[config.mk]
export PLATFORM = sky130hd
export DESIGN_NAME = c5_imem_arbiter
export DESIGN_NICKNAME = d
export VERILOG_FILES = /design/src/rtl/c5_imem_arbiter.sv
export SDC_FILE = /design/constraint.sdc
export NUM_CORES = 1
export LEC_CHECK = 0
export ABC_AREA = 1
export BUFFER_PORTS_ARGS = -buffer_cell sky130_fd_sc_hd__buf_2
export CAP_MARGIN = 20
export CORE_ASPECT_RATIO = 0.7
export CORE_MARGIN = 1
export CORE_UTILIZATION = 49
export DETAILED_ROUTE_END_ITERATION = 6
export GPL_TIMING_DRIVEN = 1
export PLACE_DENSITY = 0.84
export SLEW_MARGIN = 5
export SYNTH_ARGS = -nofsm -noshare
export SYNTH_HDL_FRONTEND = slang
export SYNTH_SLANG_ARGS = --single-unit
[constraint.sdc]
create_clock -name I_clk -period 2.3 [get_ports I_clk]
set_clock_uncertainty 0.05 [all_clocks]
set_input_delay 0.115 -clock I_clk [delete_from_list [all_inputs] [get_ports I_clk]]
set_output_delay 0.115 -clock I_clk [all_outputs]
set_load 0.01 [all_outputs]
[src/rtl/c5_imem_arbiter.sv]
// c5_imem_arbiter
// Arbitrates a read-only instruction-fetch port and a loader/debug bus port
// onto one single-port instruction memory whose read data is registered
// (valid one cycle after the address is presented).
//
// Every access walks IDLE -> ISSUE -> WAIT -> ACK -> IDLE, one state per
// cycle, so a request seen in IDLE is acknowledged exactly three cycles later.
//
// Handshake: each port raises its stb as a level and holds it, with address
// and data stable, until it sees its ack. The ack is a single-cycle pulse;
// data and err are valid only in that cycle. The arbiter samples stb only in
// IDLE, so a stb still high in the IDLE cycle after ACK is a new request.
//
// Arbitration is round-robin between the two ports. The last-winner register
// resets to "bus" so the fetch port wins the first contention after reset.
//
// Out-of-range accesses (word index >= DEPTH) never strobe the memory; they
// complete with the same latency, return zero data and raise err with ack.
//
// O_state exposes the FSM state for observation.

module c5_imem_arbiter #(
  parameter int WIDTH = 32,
  parameter int DEPTH = 1024
) (
  input  logic             I_clk,
  input  logic             I_rst_n,
  // fetch port (read-only)
  input  logic             I_f_stb,
  input  logic [31:0]      I_f_adr,
  output logic [WIDTH-1:0] O_f_dat,
  output logic             O_f_ack,
  output logic             O_f_err,
  // bus port (loader / debug)
  input  logic             I_b_stb,
  input  logic [3:0]       I_b_we,
  input  logic [31:0]      I_b_adr,
  input  logic [WIDTH-1:0] I_b_dat,
  output logic [WIDTH-1:0] O_b_dat,
  output logic             O_b_ack,
  output logic             O_b_err,
  // instruction memory side
  output logic             O_m_stb,
  output logic [3:0]       O_m_we,
  output logic [31:0]      O_m_adr,
  output logic [WIDTH-1:0] O_m_dat,
  input  logic [WIDTH-1:0] I_m_dat,
  // FSM state observation
  output logic [1:0]       O_state
);

  localparam logic [1:0] S_IDLE  = 2'd0;
  localparam logic [1:0] S_ISSUE = 2'd1;
  localparam logic [1:0] S_WAIT  = 2'd2;
  localparam logic [1:0] S_ACK   = 2'd3;

  localparam logic [31:0] DEPTH_W = 32'(DEPTH);

  logic [1:0]  state;
  logic        last_bus;   // 1: bus port won the most recent grant
  logic        grant_bus;  // port owning the access in flight
  logic        oor_q;      // access in flight is out of range

  logic        any_req;
  logic        grant_bus_c;
  logic [31:0] sel_adr;
  logic [31:0] sel_word;
  logic        sel_oor;
  logic        start;

  assign O_state = state;

  // Grant decision for the current IDLE cycle: a lone requester wins,
  // contention goes to the port that did not win last time.
  always_comb begin
    any_req     = I_f_stb | I_b_stb;
    grant_bus_c = I_b_stb & (~I_f_stb | ~last_bus);
    sel_adr     = grant_bus_c ? I_b_adr : I_f_adr;
    sel_word    = {2'b00, sel_adr[31:2]};
    sel_oor     = (sel_word >= DEPTH_W);
    start       = (state == S_IDLE) & any_req;
  end

  // Access sequencer: latch the winner and walk through the fixed states.
  always_ff @(posedge I_clk) begin
    if (!I_rst_n) begin
      state     <= S_IDLE;
      last_bus  <= 1'b1;
      grant_bus <= 1'b0;
      oor_q     <= 1'b0;
    end else begin
      case (state)
        S_IDLE: begin
          if (any_req) begin
            state     <= S_ISSUE;
            grant_bus <= grant_bus_c;
            last_bus  <= grant_bus_c;
            oor_q     <= sel_oor;
          end
        end
        S_ISSUE: state <= S_WAIT;
        S_WAIT:  state <= S_ACK;
        S_ACK:   state <= S_IDLE;
        default: state <= S_IDLE;
      endcase
    end
  end

  // Memory request: strobe and write enables live only in ISSUE; address and
  // write data are loaded on grant and held until the next grant.
  always_ff @(posedge I_clk) begin
    if (!I_rst_n) begin
      O_m_stb <= 1'b0;
      O_m_we  <= 4'b0000;
      O_m_adr <= 32'h0;
      O_m_dat <= '0;
    end else if (start) begin
      O_m_stb <= ~sel_oor;
      O_m_we  <= (grant_bus_c & ~sel_oor) ? I_b_we : 4'b0000;
      O_m_adr <= sel_adr;
      O_m_dat <= grant_bus_c ? I_b_dat : '0;
    end else begin
      O_m_stb <= 1'b0;
      O_m_we  <= 4'b0000;
    end
  end

  // Response: at the end of WAIT the registered memory data (or zero for an
  // out-of-range access) lands on the granted port, which acks in ACK.
  always_ff @(posedge I_clk) begin
    if (!I_rst_n) begin
      O_f_dat <= '0;
      O_f_ack <= 1'b0;
      O_f_err <= 1'b0;
      O_b_dat <= '0;
      O_b_ack <= 1'b0;
      O_b_err <= 1'b0;
    end else begin
      O_f_ack <= 1'b0;
      O_f_err <= 1'b0;
      O_b_ack <= 1'b0;
      O_b_err <= 1'b0;
      if (state == S_WAIT) begin
        if (grant_bus) begin
          O_b_dat <= oor_q ? '0 : I_m_dat;
          O_b_ack <= 1'b1;
          O_b_err <= oor_q;
        end else begin
          O_f_dat <= oor_q ? '0 : I_m_dat;
          O_f_ack <= 1'b1;
          O_f_err <= oor_q;
        end
      end
    end
  end

endmodule

==> impl_metrics.csv <==
group,metric,value,unit
floorplan,start_util,51.8,%
clock_tree,cts.sinks,142,
finish,final_area,8690,um^2
floorplan,coreArea,10600,um^2
placed_design,hpwl,11.3,mm
global_routing,grt_antenna_before_repair,2,
clock_tree,cts_tree,"done",
floorplan,placementRows,31,
setup_path,cp_slowest_cell,"dlygate4sd3_1",
timing,drv_slew,0,
setup_path,worstSetupPathType,"reg2reg",
setup_path,critPathCaptureType,"register",
placed_design,placed_cell_area,6900,um^2
logic_synthesis,syn_area_per_cell,7.63,um^2
min_path,min_path_cells,5,
detailed_routing,wl_per_cell,17.8,um
global_routing,met3_usage,15.2,%
min_path,hold_class,"in2reg",
min_path,hold_end,"O_m_adr[25]$_SDFFE_PN0P_",
finish,nets,1227,
global_routing,grt_pass1_wl,34.8,mm
logic_synthesis,synth-edff-count,0,
logic_synthesis,synth_top_area_share,51.6,%
power,p_leak,4.31,nW
logic_synthesis,yosys_warnings,0,
outcome,status,"finished, final reports clean",
timing,whs,0.0131,ns
clock_tree,clk_pin_slew_worst_paths,0.06,ns
global_routing,grt_most_used_layer,"met2",
setup_path,slowest_delay,0.59,ns
finish,nFillCells,666,
setup_path,r2r_start,"last_bus$_SDFFE_PN1P_",
timing,final_hold_viol_count,0,
clock_tree,cts_buffers,17,
flow_run,maxCapViolCount,0,
logic_synthesis,syn_area,5510,um^2
logic_synthesis,yosysTopAreaCell,"dfxtp_1",
clock_tree,insertion_delay,0.41,ns
timing,maxSlewHeadroom,50.4,%
logic_synthesis,synth-seq-area-share,51.6,%
detailed_routing,post-route-drc-count,0,
global_routing,gr-usage-met1,42.3,%
floorplan,dieArea,11700,um^2
global_routing,grt_start_max_net_pins,84,
logic_synthesis,synth.area.top_cells,"dfxtp_1 (52%), nand2_1 (11%), a21oi_1 (8.4%)",
setup_path,reg2reg_slack,0.09,ns
timing,worstMarginPinSlew,0.744,ns
clock_tree,root_buffer,"clkbuf_16",
setup_path,arrival,2.46,ns
placed_design,gp_congestion,0.815,
detailed_routing,drt_pass1_iterations,7,
setup_path,worstPathRequired,2.54,ns
detailed_routing,detail-route-antenna-nets,0,
setup_path,path_max_fanout,36,
logic_synthesis,ys_ff_latch,142,
floorplan,io_pins,275,
logic_synthesis,synthesis.nets,860,
global_routing,met2_usage,62.8,%
timing,period_needed,2.21,ns
setup_path,cp_cell_sequence,"nand2_4 > nand2_8 > clkinvlp_4 > buf_12 > nand2_1 > a31oi_1 > dlygate4sd3_1",
floorplan,die_x,129,um
timing,period_share,96.2,%
detailed_routing,drt_iter0_markers,871,
min_path,holdCritStartpoint,"I_f_adr[25]",
logic_synthesis,yosysUniqueCellTypes,29,
setup_path,rr_endpoint,"O_m_adr[0]$_SDFFE_PN0P_",
placed_design,numPortBuffers,274,
finish,drive_gt1_share,29.8,%
finish,syn_to_final_growth,57.7,%
power,ir_worst_vdd,0.642,mV
clock_tree,cts_buffer_depth,2,
timing,setup_viol,0,
global_routing,grt-ovfl-total,0,
logic_synthesis,synthFlopType,"dfxtp_1",
setup_path,reg2reg_depth,7,
logic_synthesis,netlist_instances,722,
clock_tree,htreeDepth,4,
floorplan,die_y,90.7,um
power,power_density,1060,nW/um^2
detailed_routing,wirelength,22.3,mm
timing,fmax,452,MHz
global_routing,grt_pass1_vias,6799,
detailed_routing,via_per_inst,5.49,
setup_path,worstSetupStartpointType,"register",
global_routing,grt_use_total,38.6,%
logic_synthesis,async_reset_ff_share,0,%
detailed_routing,num_vias,6874,
-- metrics by stage --
step                      setup TNS (ns)  power (mW)  std cells  util, %  worst slack [ns]
after floorplan                        0        4.84        722        -             0.698
after global placement                 0        5.79       1100     65.0             0.451
after detailed placement               0        5.83       1100     65.0             0.351
after CTS                              0        8.92       1247     81.4            0.0175
after global routing             -0.0106        9.64       1250     81.7           -0.0106
final                                  0        9.19       1251     81.8            0.0864
-- metal layers --
metal  wire [um]  vias to the layer above
li1            -                     3119
met1        8180                     3102
met2       10400                      525
met3        2510                      128
met4        1210                        0
met5           0                        -
-- cell families after synthesis --
logic type | count (synthesis) | share of synthesized area, %
AND/OR/NAND/NOR | 280 | 21.4
AO/OA/AOI/OAI | 200 | 18.8
flip-flops | 142 | 51.6
buffers and inverters | 98 | 7.72
adder cells (fa/ha/maj) | 2 | 0.454
-- layout make-up --
type                            count  area (um^2)  area share, %
Inverter                           44          169           1.94
Antenna cell                        1         2.50         0.0288
Multi-Input combinational cell    482         2250           25.9
Sequential cell                   142         2840           32.7
Timing Repair Buffer              401         2640           30.4
Clock inverter                     13          164           1.89
Clock buffer                       19          433           4.98
Timing Repair inverter              1         5.00         0.0576
Tap cell                          148          185           2.13
-- layout by cell type, fill, tap and decap left out, types with 6 or more instances in the layout --
cell | Yosys | final
a31oi_1 | 22 | 22
nand3b_1 | 7 | 7
a21oi_1 | 93 | 93
nand3_1 | 44 | 44
buf_2 | 12 | 274
o21ai_0 | 81 | 81
dlygate4sd3_1 | 0 | 115
inv_1 | 39 | 38
buf_4 | 3 | 10
dfxtp_1 | 142 | 142
clkbuf_16 | 0 | 17
nand2_1 | 155 | 155
nor2_1 | 63 | 62
clkinvlp_4 | 0 | 6
-- timing repair --
action                                 in CTS  in global routing
setup buffers                               0                  2
setup endpoints to repair                   0                 21
hold buffers                              115                  0
endpoints found under the hold margin     109                  0
gates resized for setup                     0                  5
-- state kept, by name, summed over array words and instances (netlist names) --
name       flops
O_b_err        1
O_state        2
O_f_ack        1
O_b_dat       32
O_f_err        1
grant_bus      1
oor_q          1
O_m_we         4
O_m_dat       32
O_b_ack        1
O_m_stb        1
O_f_dat       32
O_m_adr       32
last_bus       1
-- power breakdown --
part	internal (mW)	switching [mW]
Combinational	1.17	1.91
Clock	1.71	1.11
Sequential	3.00	0.294
Total	5.88	3.31
-- critical path: cells and delay by family, from the launching register on --
kind                   cells  cell delay, ns
flip-flops                 1            0.38
AO/OA/AOI/OAI              1            0.09
AND/OR/NAND/NOR            3            0.50
buffers and inverters      3            1.05
-- cells in the mapped netlist, types with 3 or more instances --
cell type  number
a21oi_1        93
a31oi_1        22
buf_2          12
buf_4           3
clkbuf_1       35
clkinv_1        3
dfxtp_1       142
inv_1          39
nand2_1       155
nand3_1        44
nand3b_1        7
nor2_1         63
nor3_1          3
o21ai_0        81
-- worst max path at each step --
| stage | from | to | cells past startpoint | slack, ns |
|---|---|---|---|---|
| 4_1_cts | O_state[0]$_SDFFE_PN0P_ | O_m_adr[4]$_SDFFE_PN0P_ | 8 | 0.02 |
| 3_5_place_dp | last_bus$_SDFFE_PN1P_ | O_m_we[2]$_SDFF_PN0_ | 10 | 0.35 |
| 6_report | last_bus$_SDFFE_PN1P_ | O_m_adr[0]$_SDFFE_PN0P_ | 7 | 0.09 |
| 3_3_place_gp | last_bus$_SDFFE_PN1P_ | O_m_we[2]$_SDFF_PN0_ | 10 | 0.45 |
| 2_1_floorplan | O_state[0]$_SDFFE_PN0P_ | O_m_dat[10]$_SDFFE_PN0P_ | 9 | 0.70 |
| 5_1_grt | last_bus$_SDFFE_PN1P_ | O_m_adr[0]$_SDFFE_PN0P_ | 7 | -0.01 |
No activity file was read; power rests on OpenSTA's default activity.
